===== config.mk =====
export PLATFORM = sky130hd
export DESIGN_NAME = slice_packer
export DESIGN_NICKNAME = d
export VERILOG_FILES = /design/src/rtl/slice_pack_pkg.sv /design/src/rtl/slice_index_counter.sv /design/src/rtl/slice_packer.sv
export SDC_FILE = /design/constraint.sdc
export NUM_CORES = 1
export LEC_CHECK = 0
export BUFFER_PORTS_ARGS = -buffer_cell sky130_fd_sc_hd__buf_2
export CORE_UTILIZATION = 25
export DETAILED_ROUTE_END_ITERATION = 7
export PLACE_DENSITY_LB_ADDON = 0.05
export SETUP_SLACK_MARGIN = 0.3
export SLEW_MARGIN = 20
export SYNTH_ARGS = -nofsm -noshare
export SYNTH_HDL_FRONTEND = slang
export SYNTH_HIERARCHICAL = 1
export SYNTH_SLANG_ARGS = --single-unit

===== constraint.sdc =====
create_clock -name clock -period 1.87 [get_ports clock]
set_clock_uncertainty 0.05 [all_clocks]
set_input_delay 0.374 -clock clock [delete_from_list [all_inputs] [get_ports clock]]
set_output_delay 0.374 -clock clock [all_outputs]
set_load 0.02 [all_outputs]

===== src/rtl/slice_pack_pkg.sv =====
// Shared definitions for the slice packer: FSM state encoding and width helpers.
// Latency: n/a (package only).
// Backpressure: n/a (package only).
package slice_pack_pkg;

    // COLLECT: gathering slices; FULL: a packed word is waiting at the output.
    typedef enum logic {
        ST_COLLECT = 1'b0,
        ST_FULL    = 1'b1
    } state_e;

    // Ceiling log2. Returns 0 for values <= 1.
    function automatic int clog2_f(input int value);
        int r;
        r = 0;
        while ((1 << r) < value) begin
            r = r + 1;
        end
        return r;
    endfunction

    // Width of a slot index into NUM_SLICES slots. Never less than one bit.
    function automatic int idx_width_f(input int n);
        return (n <= 1) ? 1 : clog2_f(n);
    endfunction

endpackage


===== src/rtl/slice_index_counter.sv =====
// Slot index for the slice packer: counts accepted slices within the current word.
// Latency: idx_o updates on the clock edge after inc_i/clear_i.
// Backpressure: none; inc_i is only raised on an accepted, non-closing slice.
//
// Ports:
//   clock, reset : clock and synchronous active-high reset
//   inc_i        : advance to the next slot
//   clear_i      : return to slot 0 (applied before inc_i when both are set)
//   idx_o        : current slot index, 0..NUM_SLICES-1
//   at_last_o    : idx_o is the top slot
module slice_index_counter
    import slice_pack_pkg::*;
#(
    parameter int NUM_SLICES = 3,
    localparam int IW = idx_width_f(NUM_SLICES)
) (
    input  logic          clock,
    input  logic          reset,
    input  logic          inc_i,
    input  logic          clear_i,
    output logic [IW-1:0] idx_o,
    output logic          at_last_o
);

    localparam logic [IW-1:0] LAST_IDX = IW'(NUM_SLICES - 1);

    logic [IW-1:0] idx_q;
    logic [IW-1:0] idx_d;

    always_comb begin
        idx_d = idx_q;
        if (clear_i) begin
            idx_d = '0;
        end
        // Saturate at the top slot; the word closes there and clear_i takes over.
        if (inc_i && (idx_d != LAST_IDX)) begin
            idx_d = idx_d + IW'(1);
        end
    end

    always_ff @(posedge clock) begin
        if (reset) begin
            idx_q <= '0;
        end else begin
            idx_q <= idx_d;
        end
    end

    assign idx_o     = idx_q;
    assign at_last_o = (idx_q == LAST_IDX);

endmodule


===== src/rtl/slice_packer.sv =====
// Width up-converter: packs SLICE_W-bit slices (first slice in LSBs) into one OUT_W word.
// Latency: out_valid rises one cycle after the closing slice is accepted; 1 slice/cycle sustained.
// Backpressure: while a word is pending, in_ready follows out_ready combinationally (no bubble).
//
// Ports:
//   clock, reset         : clock and synchronous active-high reset
//   in_valid/in_ready    : slice handshake; in_data payload, in_last closes a short word
//   out_valid/out_ready  : packed word handshake
//   out_data             : slice k at bits [k*SLICE_W +: SLICE_W], unused upper slots zero
//   out_count            : number of valid slices in out_data
module slice_packer
    import slice_pack_pkg::*;
#(
    parameter int SLICE_W    = 2,
    parameter int NUM_SLICES = 3,
    localparam int OUT_W = SLICE_W * NUM_SLICES,
    localparam int CW    = clog2_f(NUM_SLICES + 1)
) (
    input  logic               clock,
    input  logic               reset,
    input  logic               in_valid,
    output logic               in_ready,
    input  logic [SLICE_W-1:0] in_data,
    input  logic               in_last,
    output logic               out_valid,
    input  logic               out_ready,
    output logic [OUT_W-1:0]   out_data,
    output logic [CW-1:0]      out_count
);

    localparam int IW = idx_width_f(NUM_SLICES);

    state_e            state_q, state_d;
    logic [OUT_W-1:0]  acc_q, acc_d;
    logic [OUT_W-1:0]  out_data_q, out_data_d;
    logic [CW-1:0]     out_count_q, out_count_d;

    logic [IW-1:0]     idx;
    logic              at_last;
    logic              slice_acc;
    logic              word_acc;
    logic              closing;
    logic              idx_inc;
    logic [OUT_W-1:0]  merged;

    slice_index_counter #(
        .NUM_SLICES (NUM_SLICES)
    ) u_idx (
        .clock     (clock),
        .reset     (reset),
        .inc_i     (idx_inc),
        .clear_i   (closing),
        .idx_o     (idx),
        .at_last_o (at_last)
    );

    assign out_valid = (state_q == ST_FULL);
    assign in_ready  = (state_q == ST_COLLECT) ? 1'b1 : out_ready;
    assign slice_acc = in_valid && in_ready;
    assign word_acc  = out_valid && out_ready;
    assign closing   = slice_acc && (at_last || in_last);
    assign idx_inc   = slice_acc && !closing;

    // Accumulator with the incoming slice dropped into slot idx. Slots above idx
    // are forced to zero so a short word never carries stale data. In FULL the
    // accumulator is already clear and idx is 0, so the same path loads slot 0.
    always_comb begin
        merged = '0;
        for (int k = 0; k < NUM_SLICES; k++) begin
            if (k < int'(idx)) begin
                merged[k*SLICE_W +: SLICE_W] = acc_q[k*SLICE_W +: SLICE_W];
            end else if (k == int'(idx)) begin
                merged[k*SLICE_W +: SLICE_W] = in_data;
            end
        end
    end

    always_comb begin
        state_d     = state_q;
        acc_d       = acc_q;
        out_data_d  = out_data_q;
        out_count_d = out_count_q;

        if (closing) begin
            // Legal from COLLECT, or from FULL when the pending word leaves this cycle.
            state_d     = ST_FULL;
            out_data_d  = merged;
            out_count_d = CW'(idx) + CW'(1);
            acc_d       = '0;
        end else if (slice_acc) begin
            state_d = ST_COLLECT;
            acc_d   = merged;
        end else if (word_acc) begin
            state_d = ST_COLLECT;
        end
    end

    always_ff @(posedge clock) begin
        if (reset) begin
            state_q     <= ST_COLLECT;
            acc_q       <= '0;
            out_data_q  <= '0;
            out_count_q <= '0;
        end else begin
            state_q     <= state_d;
            acc_q       <= acc_d;
            out_data_q  <= out_data_d;
            out_count_q <= out_count_d;
        end
    end

    assign out_data  = out_data_q;
    assign out_count = out_count_q;

endmodule


== After elaboration in Yosys (flattened, before gate mapping) ==
Index checks and enable logic that the tools add are counted.

* Output and inout port bits: 10
* Input port bits: 7
* Register bits: 17

* Eq/ne operators: 4
* Order comparisons: 3
* Add/sub/neg operators: 2
* Multiplexer cells: 12
* Reductions and logical operators: 10

{| class="wikitable"
|+ Operator list
! operator !! number
|-
| 2-to-1 mux 2 bit || 8
|-
| logical AND 1 bit || 5
|-
| adder 2 x 1 -> 2 bit, second input constant || 2
|-
| equality test 2 bit, first input constant || 2
|-
| less-than comparator 1 x 2 -> 1 bit, first input constant || 2
|-
| 2-to-1 mux 1 bit || 4
|-
| nonzero test 3 bit || 1
|-
| equality test 2 bit, second input constant || 1
|-
| zero test 2 bit || 1
|-
| less-than comparator 2 bit, first input constant || 1
|-
| inequality test 2 bit, second input constant || 1
|-
| OR reduction 2 bit || 1
|-
| zero test 1 bit || 1
|-
| logical OR 1 bit || 1
|}

== Logic depth before layout (Yosys ltp) ==
Gate-level depths: netlist of the first run.

* Depth in word-level cells: 7
* Depth in mapped cells: 10
* Gate-level depth less buffers: 9

== Cells and area by module ==
Netlist of the first run, hierarchy kept.

{| class="wikitable"
|+ Modules (own cells, without submodules)
! module !! area each (µm²) !! cells each !! instances
|-
| slice_packer || 762.0 || 72 || 1
|-
| slice_index_counter || 125.1 || 12 || 1
|}

== Worst setup path before layout of the first run ==
Ideal clock, no wire load.

* Path kind: register to register
* Start point: reg u_idx.idx_q[0] (netlist: u_idx/idx_o[0])
* End point: reg u_idx.idx_q[0] (netlist: u_idx/idx_o[0])
* Clock period less this slack: 1.842 ns
* Stages on the path, launching flop included: 11
* Data arrival time: 1.727 ns
* Path buffers: 1
* Path slack: 0.028 ns
* Library setup time: 0.065 ns
* Cells stage by stage: dfxtp_1 > nor2b_1 > or2_1 > buf_6 > nand3_4 > inv_6 > nand2b_4 > ha_1 > nor2b_4 > xnor2_1 > nor2b_1

* Cells in the longest elaborated chain, start to end: 7

{| class="wikitable"
|+ RTL lines
! item !! RTL line !! text
|-
| from (decl) || slice_index_counter.sv:27 || <nowiki>logic [IW-1:0] idx_q;</nowiki>
|-
| from (signal assigned) || slice_index_counter.sv:45 || <nowiki>idx_q <= idx_d;</nowiki>
|-
| equality test 2 bit * || slice_index_counter.sv:50 || <nowiki>assign at_last_o = (idx_q == LAST_IDX);</nowiki>
|-
| via at_last || slice_packer.sv:39 || <nowiki>logic at_last;</nowiki>
|-
| logical OR 1 bit * || slice_packer.sv:61 || <nowiki>assign closing = slice_acc && (at_last || in_last);</nowiki>
|-
| logical AND 1 bit * || slice_packer.sv:61 ||
|-
| via closing || slice_packer.sv:42 || <nowiki>logic closing;</nowiki>
|-
| branches (longest 3 deep; another with adder 2 x 1 -> 2 bit) || -- ||
|-
| 2-to-1 mux 2 bit * || slice_index_counter.sv:36 || <nowiki>if (inc_i && (idx_d != LAST_IDX)) begin</nowiki>
|}

Mark *: on every way through the listed nets, which the timed path passes.
A chain may end at the register's enable or synchronous reset.

== Final worst setup path of the first run ==
* Start point: reg u_idx.idx_q[1] (netlist: u_idx/idx_o[1])
* End point: reg u_idx.idx_q[0] (netlist: u_idx/idx_o[0])

Same word-level chain as after synthesis.

==> results of run 1 <==
-- cell usage in the layout, fill, tap and decap left out, drive strengths merged, types with 2 or more instances in the layout --
| cell type | instances |
|---|---|
| a22oi | 2 |
| dfxtp | 17 |
| o2bb2ai | 4 |
| clkbuf | 4 |
| a211oi | 5 |
| nand2b | 10 |
| o32ai | 2 |
| a21oi | 5 |
| inv | 4 |
| nor2b | 5 |
| nand2 | 2 |
| a311oi | 2 |
| a31oi | 7 |
| ha | 5 |
| buf | 24 |
| and3b | 2 |
| nand3 | 2 |
-- layer usage --
layer | track usage [%] | routed length (µm) | vias to the layer above
li1 | - | - | 359
met1 | 18.7 | 1120 | 337
met2 | 16.6 | 902 | 16
met3 | 2.52 | 78 | 4
met4 | 6.67 | 33 | 0
met5 | 0 | 0 | -
-- sequential cells by signal (all words and copies together) (netlist names) --
register	count
u_idx/idx_o	2
out_count	2
out_valid	1
acc_q	6
out_data	6
-- worst min-delay path: cells and delay by family --
kind / cells / cell delay (ns)
buf+inv: 1 / 0.12
simple gates: 1 / 0.09
compound gates: 1 / 0.08
-- kinds of logic after synthesis --
family | count (synthesis)
AOI/OAI and AO/OA | 28
buffers and inverters | 8
adders and majority gates | 5
DFF | 17
muxes | 1
and+or+nand+nor | 24
xor gates and xnor gates | 1
-- final timing paths --
kind / depth (start not counted) / to / startpoint / slack (ns)
max: 9 / u_idx/idx_o[0]$_SDFF_PP0_ / u_idx/idx_o[1]$_SDFF_PP0_ / 0.24
min: 3 / acc_q[0]$_SDFFE_PP0P_ / in_data[0] / 0.37
max reg2reg: 9 / u_idx/idx_o[0]$_SDFF_PP0_ / u_idx/idx_o[1]$_SDFF_PP0_ / 0.24
min reg2reg: 1 / acc_q[5]$_SDFFE_PP0P_ / acc_q[5]$_SDFFE_PP0P_ / 0.42
-- final cells by class --
cell class              count  share of cell area, %
clock buffers               4                   2.33
well taps                  46                   5.10
multi-input cells          59                   47.3
inverters                   4                   1.77
flip-flops and latches     17                   30.5
repair buffers             24                   13.0
-- power by group --
part	internal, mW	switching, mW
Combinational	0.0719	0.0957
Sequential	0.380	0.00884
Clock	0.0830	0.120
-- what timing repair did --
action	CTS	global route
resized for setup	3	5
buffers inserted	2	1
hold buffers	0	0
endpoints found under the hold margin	0	0
pin swaps	3	2
endpoints found under the setup margin	2	5
==> impl_results.md, run 1 <==
* I/O Pins at 17
* Grt ovf at 0
* DP Area at between 0.001 and 0.0015 mm²
* Placed Cells at 147
* Sink Count at 17
* GPL Wtd Cong at a little over 0.7
* Antenna violations before repair at 0
* Simple-Gate Fraction of Synth Area at approximately 20%
* Critical path's top delay family: simple AND/OR/NAND/NOR gates
* Syn nets at between 90 and 100
* Synth Area in Adders at under 10%
* Cell taking the most area after synthesis: dfxtp_1
* Hold Slack at 0.365 ns
* Critical Path AT at 1.81 ns
* Compound-Gate Fraction of Synth Area at a little over a quarter
* Most frequent cell after synthesis: dfxtp_1
* Post-DRT Antenna Nets at 0
* DR vias at 716
* DRT Pass-1 Iters at 4
* FF/Latch Area at approximately 340 µm²
* Clock tree buffer depth at 2
* Largest net degree at the start of global routing at 19
* Number of synthesized flops with an enable pin at 0
* CTS clock-pin slew for the worst setup and hold paths at around 0.10 ns
* NumNets Final at about 120
* # Max-Cap Violations at 0
* WP buf/inv at 1
* Final Hold Viols at 0
* CTS tree: done
* Register area share after synthesis at 38.4%
* Post-synth top cells: dfxtp_1, nand2b_1, a31oi_1
* Residual DRC at 0
* Initial drt markers at 17
* Clock Latency Late Sink at 0.29 ns
* CP most frequent cell: nor2b_4
* Leakage at about 0.45 nW
* Status: complete, no violations
* Routed len/inst at approximately 14 µm
* Area growth from synthesis to layout at 27.2%
* Final design area excluding fillers at roughly 0.0011 mm²
* CP required at just over 2 ns
* Synth async-reset ratio at 0%
* Pre-CTS setup slack at approximately 0.16 ns
* Via density at 4.65
* Fmax at ~0.62 GHz
* Final non-filler cell total at ~150
* Largest family of logic cells by synthesized area: compound AO/OA/AOI/OAI gates
* Hold Crit Class: input pin to flop
* Vias in the first global route at between 600 and 700
* YS warnings at 6
* Worst-path cell chain: nor2b_4 -> or2_4 -> nand3_4 -> inv_6 -> nand2b_4 -> ha_4 -> nor2b_4 -> xnor2_2 -> nor2b_1
* Post-synthesis xor/xnor area fraction at less than 1%
* Fillers at approximately 380
* Number of synthesized register bits at 17
* Die footprint at roughly 0.0038 mm²
* Root buf cell: clkbuf_4
* Crit start category: flop
* Core area at about 0.0034 mm²
* Total negative slack at 0 ns
* Slew Viols, Final at 0
* Cell Rows at 21
* Port bufs at 16
* Crit end category: flop
* Primary FF master, synth: dfxtp_1
* Wirelength, routed at 2130 µm
* Final setup violation count at 0
* Slew @ Worst Pin at roughly 0.39 ns
* RSZ-0062 raised after global routing: yes
* Worst vdd ir at 244 µV
* Cells after Synth at between 80 and 90
* Synth top area share at 38.4%
* Num CTS Buffers at 3
* Fraction of layout cells with a size suffix above 1 at between 40% and 50%
* Synth cell types at 29
* Synth top area cells: dfxtp_1, a211oi_2, ha_1
* Global-route wire length before repair at ~3300 µm
* Post-synthesis mux area share at 1.13%
* Die X at a little over 60 µm
* Die H at about 62 µm
* Slowest-stage cell, CP: dfxtp_2
* Post-Route Utilization at about a third
* Max Fanout on Critical Path at 3
* Mapped Area at 887 µm²
* Area occupied by multi-input gates at between 500 and 600 µm²
* Slowest cell delay on critical path at 0.33 ns
* N_diodes at 0
* Effective utilization at floorplan at a little over a quarter
* GR Util All Layers at about an eighth
* Clock period minus worst slack at roughly 1.6 ns
* P per Cell Area at just under 700 mW/mm²
* HPWL after DPL at about 1500 µm
* Period utilization at around 87%
* WS Path Type: flop to flop
* Mean post-synth cell area at 10.6 µm²
* Setup ws final at 0.244 ns
* Power, Total at 760 µW
* H-tree depth at 1
* Relative slew slack at roughly three quarters
No activity file was read; power rests on OpenSTA's default activity.
==> run 2, diff against run 1 <==
--- a/config.mk
+++ b/config.mk
@@ -10,2 +10,3 @@
 export DETAILED_ROUTE_END_ITERATION = 7
+export GPL_TIMING_DRIVEN = 0
 export PLACE_DENSITY_LB_ADDON = 0.05
@@ -15,3 +16,2 @@
 export SYNTH_HDL_FRONTEND = slang
-export SYNTH_HIERARCHICAL = 1
 export SYNTH_SLANG_ARGS = --single-unit
==> constraint.sdc (replaced) <==
create_clock -name clock -period 1.87 [get_ports clock]
set_clock_uncertainty 0.05 [all_clocks]
set_input_delay 0.187 -clock clock [delete_from_list [all_inputs] [get_ports clock]]
set_output_delay 0.187 -clock clock [all_outputs]
set_load 0.02 [all_outputs]
==> impl_results.md, run 2 <==
* Max Fanout on Critical Path at 4
* Global-route wire length before repair at 3310 µm
* Primary FF master, synth: dfxtp_1
* Sink Count at 17
* Number of synthesized flops with an enable pin at 0
* Effective utilization at floorplan at between 20% and 30%
* Register area share after synthesis at a little over two fifths
* P per Cell Area at 668 mW/mm²
* Crit start category: flop
* N_diodes at 0
* Initial drt markers at 16
* Pre-CTS setup slack at -0.0461 ns
* Clock period minus worst slack at ~1.8 ns
* Residual DRC at 0
* I/O Pins at 17
* GPL Wtd Cong at roughly 0.8
* CTS tree: done
* Core area at slightly above 0.003 mm²
* Simple-Gate Fraction of Synth Area at ~17%
* Worst vdd ir at between 200 and 300 µV
* Most frequent cell after synthesis: dfxtp_1
* Post-Route Utilization at 33.9%
* Compound-Gate Fraction of Synth Area at between 20% and 30%
* Die H at between 50 and 60 µm
* Power, Total at 692 µW
* Port bufs at 14
* H-tree depth at 1
* Number of synthesized register bits at 17
* Die X at 58.6 µm
* Fraction of layout cells with a size suffix above 1 at a little over a third
* Status: complete, no violations
* Met3 usage at 1.98%
* Final setup violation count at 0
* Cell taking the most area after synthesis: dfxtp_1
* Post-synth top cells: dfxtp_1, ha_1, inv_1, nand2_1, o21ai_0
* CTS clock-pin slew for the worst setup and hold paths at around 0.11 ns
* DRT Pass-1 Iters at 4
* Post-DRT Antenna Nets at 0
* Final Hold Viols at 0
* Slew Viols, Final at 0
* YS warnings at 0
* Syn nets at 95
* Synth Area in Adders at slightly below 8%
* GR Util All Layers at roughly an eighth
* CP required at about 2 ns
* Period utilization at 97.5%
* Fmax at ~0.55 GHz
* # Max-Cap Violations at 0
* Num CTS Buffers at 3
* Hold Crit Class: input pin to flop
* RSZ-0062 raised after global routing: yes
* WS Path Type: flop to flop
* Routed len/inst at 13.6 µm
* Post-synthesis mux area share at 2.50%
* Critical Path AT at just under 2 ns
* Cell Rows at 20
* Crit end category: flop
* Grt ovf at 0
* Leakage at 0.411 nW
* Met2 Use GR at between 20% and 30%
* Clock Latency Late Sink at 0.30 ns
* Largest net degree at the start of global routing at 11
* Slew @ Worst Pin at roughly 0.5 ns
* Synth async-reset ratio at 0%
* Relative slew slack at 66.7%
* Grt peak-use layer: met2
* Clock tree buffer depth at 2
* Hold Slack at approximately 0.15 ns
* Total negative slack at 0 ns
* Wirelength, routed at between 2000 and 2500 µm
* Root buf cell: clkbuf_4
* Commonest cells after routing, fill and taps aside: buf_2, dfxtp_1, o21ai_0, nand2_1
* Mean post-synth cell area at between 9 and 10 µm²
* Setup ws final at between 0.04 and 0.05 ns
* Met1 GRT Util at 17.2%
* Largest family of logic cells by synthesized area: compound AO/OA/AOI/OAI gates
* Die footprint at 0.00343 mm²
* Via density at between 4 and 5
* NumNets Final at between 100 and 150
* HPWL after DPL at about 1400 µm
* Synth top area share at a little over two fifths
* Post-CTS Hold Buffers at 0
* Post-synthesis xor/xnor area fraction at 0%
* DR vias at approximately 700
* Antenna violations before repair at 0
* Vias in the first global route at between 700 and 800
* Synth top area cells: dfxtp_1, ha_1, a22o_1
* Mapped Area at roughly 800 µm²
* Cells after Synth at between 80 and 90
* Synth cell types at 30
* Area growth from synthesis to layout at 29.4%
[run 2: cell families (layout without fill, tap and decap cells)]
family	after synthesis	count (layout)
simple gates	22	22
mux	2	2
fa+ha+maj	5	5
buf+inv	9	30
flops	17	17
compound gates	28	28
[run 2: final timing paths]
path	slack, ns	cells after the start	start	endpoint
worst max-delay path	0.05	8	u_idx.idx_o[0]$_SDFF_PP0_	u_idx.idx_o[0]$_SDFF_PP0_
worst min-delay path	0.15	3	in_data[0]	acc_q[0]$_SDFFE_PP0P_
worst max register to register	0.05	8	u_idx.idx_o[0]$_SDFF_PP0_	u_idx.idx_o[0]$_SDFF_PP0_
worst min register to register	0.42	1	out_data[0]$_SDFFE_PP0P_	out_data[0]$_SDFFE_PP0P_
[run 2: layer usage]
metal	routed length, µm	share of wire (%)
met4	15	0.75
met3	65	3.2
met2	878	44
met1	1050	52
met5	0	0
[run 2: repair_timing]
action                                 4_1_cts  5_1_grt
pin swaps                                    5        2
endpoints found under the hold margin        0        0
setup endpoints to repair                   16       16
buffers inserted                             3        0
resized for setup                           10        1
[run 2: cell type report]
class	instances	area, µm²
plain buffers	3	16.3
clock buffers	3	22.5
clock inverters	1	5.00
fillers	349	2020
inverters	6	27.5
multi-input cells	57	472
flip-flops and latches	17	345
well taps	44	55.1
repair buffers	17	92.6
[run 2: where the power goes]
group | internal [mW] | switching, mW
clock network | 0.0796 | 0.131
registers | 0.373 | 0.00691
logic | 0.0402 | 0.0617
total | 0.492 | 0.200
[run 2: through the flow]
| stage | std cells | area (µm²) |
|---|---|---|
| 2_1_floorplan | 83 | 815 |
| 3_3_place_gp | 141 | 940 |
| 3_5_place_dp | 141 | 940 |
| 4_1_cts | 148 | 1030 |
| 5_1_grt | 148 | 1040 |
| 6_report | 148 | 1040 |
[run 2: worst max-delay path: stages, from the launching register on]
cell and delay, ns:
dfxtp_4 0.39, inv_6 0.04, ha_4 0.15, or2_4 0.25
a21o_4 0.23, ha_4 0.16, nor3b_4 0.14, o31ai_1 0.20
a21oi_1 0.09
==> run 3, diff against run 2 <==
- ABC_AREA: unset -> 1
==> impl_results.md, run 3 <==
* I/O Pins at 17
* Synth top area share at about two fifths
* Worst vdd ir at between 300 and 400 µV
* YS warnings at 0
* Final setup violation count at 0
* NumNets Final at ~160
* Core area at 0.00310 mm²
* Post-synth top cells: nand2_1, dfxtp_1, nand3_1
* Residual DRC at 0
* CP required at a little over 2 ns
* Via density at between 4 and 5
* CTS tree: done
* Crit end category: flop
* Fmax at between 0.6 and 0.7 GHz
* Effective utilization at floorplan at a little over a quarter
* Clock tree buffer depth at 2
* GR Util All Layers at a little over an eighth
* Port bufs at 16
* Crit start category: flop
* RSZ-0062 raised after global routing: yes
* Root buf cell: clkbuf_4
* Grt ovf at 0
* Area growth from synthesis to layout at 35.7%
* FF/Latch Area at 348 µm²
* Synth top area cells: dfxtp_1, nand2_1, nand3_1
* Die footprint at around 0.0036 mm²
* Status: complete, no violations
* Total negative slack at 0 ns
* Most common cell after layout, fill and taps aside: nand2_1
* Max Fanout on Critical Path at 3
* HPWL after DPL at 1480 µm
* Area occupied by multi-input gates at 494 µm²
* WS Path Type: flop to flop
* Fillers at between 300 and 400
* Antenna violations before repair at 0
* Cell taking the most area after synthesis: dfxtp_1
* Syn nets at between 100 and 150
* Hold Crit Class: input pin to flop
* Clock period minus worst slack at between 1.5 and 2 ns
* Post-DRT Antenna Nets at 0
* Power, Total at around 770 µW
* DRT Pass-1 Iters at 4
* Largest net degree at the start of global routing at 11
* Slew Viols, Final at 0
* Die H at roughly 60 µm
* P per Cell Area at 677 mW/mm²
* Initial drt markers at 22
* Wirelength, routed at slightly above 2000 µm
* Relative slew slack at between 80% and 90%
* Cell Rows at 20
* DR vias at between 800 and 900
* N_diodes at 0
* Clock Latency Late Sink at 0.29 ns
* Number of synthesized flops with an enable pin at 0
* Die X at about 60 µm
* Commonest cells after routing, fill and taps aside: nand2_1, buf_2, dfxtp_1
* Global-route wire length before repair at roughly 3500 µm
* Vias in the first global route at 752
* Synth async-reset ratio at 0%
* Critical Path AT at 1.75 ns
* Number of synthesized register bits at 17
* Sink Count at 17
* Final Hold Viols at 0
* Num CTS Buffers at 3
* Register area share after synthesis at 40.8%
* Fraction of layout cells with a size suffix above 1 at 37.1%
* Cells after Synth at roughly 120
* Mapped Area at about 830 µm²
* Mean post-synth cell area at 7.26 µm²
* H-tree depth at 1
* GPL Wtd Cong at ~0.70
* Leakage at roughly 0.54 nW
* Final design area excluding fillers at between 0.001 and 0.0015 mm²
* Primary FF master, synth: dfxtp_1
* CTS clock-pin slew for the worst setup and hold paths at between 0.1 and 0.15 ns
* Hold Slack at around 0.053 ns
* Synth cell types at 16
* Slew @ Worst Pin at roughly 0.28 ns
* Period utilization at a little over four fifths
* # Max-Cap Violations at 0
* Most frequent cell after synthesis: nand2_1
* DP Area at 0.00102 mm²
* Routed len/inst at between 10 and 15 µm
## run 3: cell count changes after synthesis, sizes merged, moves of 5 or more
cell   previous run  this run
nand2             5        47
nand3             0        15
inv               6        12
a21oi             4         9
nor2              1         6
## run 3: power breakdown
group,switching [mW],internal [mW],total [mW]
sequential,0.00971,0.377,0.387
combinational,0.105,0.0716,0.177
clock,0.123,0.0795,0.203
## run 3: logic make-up after synthesis
| kind of cell | count (synthesis) | synth area share [%] |
|---|---|---|
| flops | 17 | 40.8 |
| compound gates | 11 | 7.05 |
| simple gates | 68 | 37.3 |
| fa+ha+maj | 5 | 7.50 |
| buf+inv | 14 | 7.35 |
## run 3: final cells by class
type,count,area share [%]
multi-input cells,84,43.6
clock inverters,1,0.442
plain buffers,2,1.77
repair buffers,24,12.4
inverters,12,4.20
well taps,44,4.86
flip-flops and latches,17,30.7
clock buffers,3,1.99
## run 3: worst paths after layout
kind	startpoint	end	slack [ns]	cells after the start
min	reset	out_valid$_SDFFE_PP0P_	0.05	2
max	u_idx.idx_o[0]$_SDFF_PP0_	u_idx.idx_o[0]$_SDFF_PP0_	0.31	14
min reg2reg	out_data[0]$_SDFFE_PP0P_	out_data[0]$_SDFFE_PP0P_	0.42	2
max reg2reg	u_idx.idx_o[0]$_SDFF_PP0_	u_idx.idx_o[0]$_SDFF_PP0_	0.31	14
## run 3: what timing repair did
item / in CTS / in global routing
hold buffers: 0 / 0
pin swaps: 2 / 4
endpoints found under the setup margin: 2 / 2
buffers inserted: 6 / 2
gates resized for setup: 4 / 4
hold endpoints to repair: 0 / 0
## run 3: stage by stage
step           utilization (%)  setup slack [ns]  std cells
3_5_place_dp              32.8             0.131        175
2_1_floorplan                -             0.292        115
4_1_cts                   35.6             0.305        185
5_1_grt                   36.5             0.209        187
6_report                  36.5             0.307        187
3_3_place_gp              32.8             0.136        175
## run 3: routing by layer
| metal | GRT usage [%] | share of wire (%) | wire [µm] |
|---|---|---|---|
| met5 | 0 | 0 | 0 |
| met4 | 4.98 | 1.7 | 34 |
| met3 | 1.95 | 3.1 | 63 |
| met2 | 23.3 | 50 | 1020 |
| met1 | 16.4 | 45 | 911 |
## run 3: worst max-delay path, stage by stage (launching register included)
cell and delay [ns]:
dfxtp_4 0.37, inv_4 0.06, ha_4 0.13, inv_2 0.04, nand2_4 0.06, nand3_4 0.07, buf_8 0.13, nand2_2 0.05
inv_2 0.04, ha_4 0.16, inv_2 0.05, nand2_2 0.05, nor2_4 0.12, a21oi_2 0.04, nor2_1 0.09
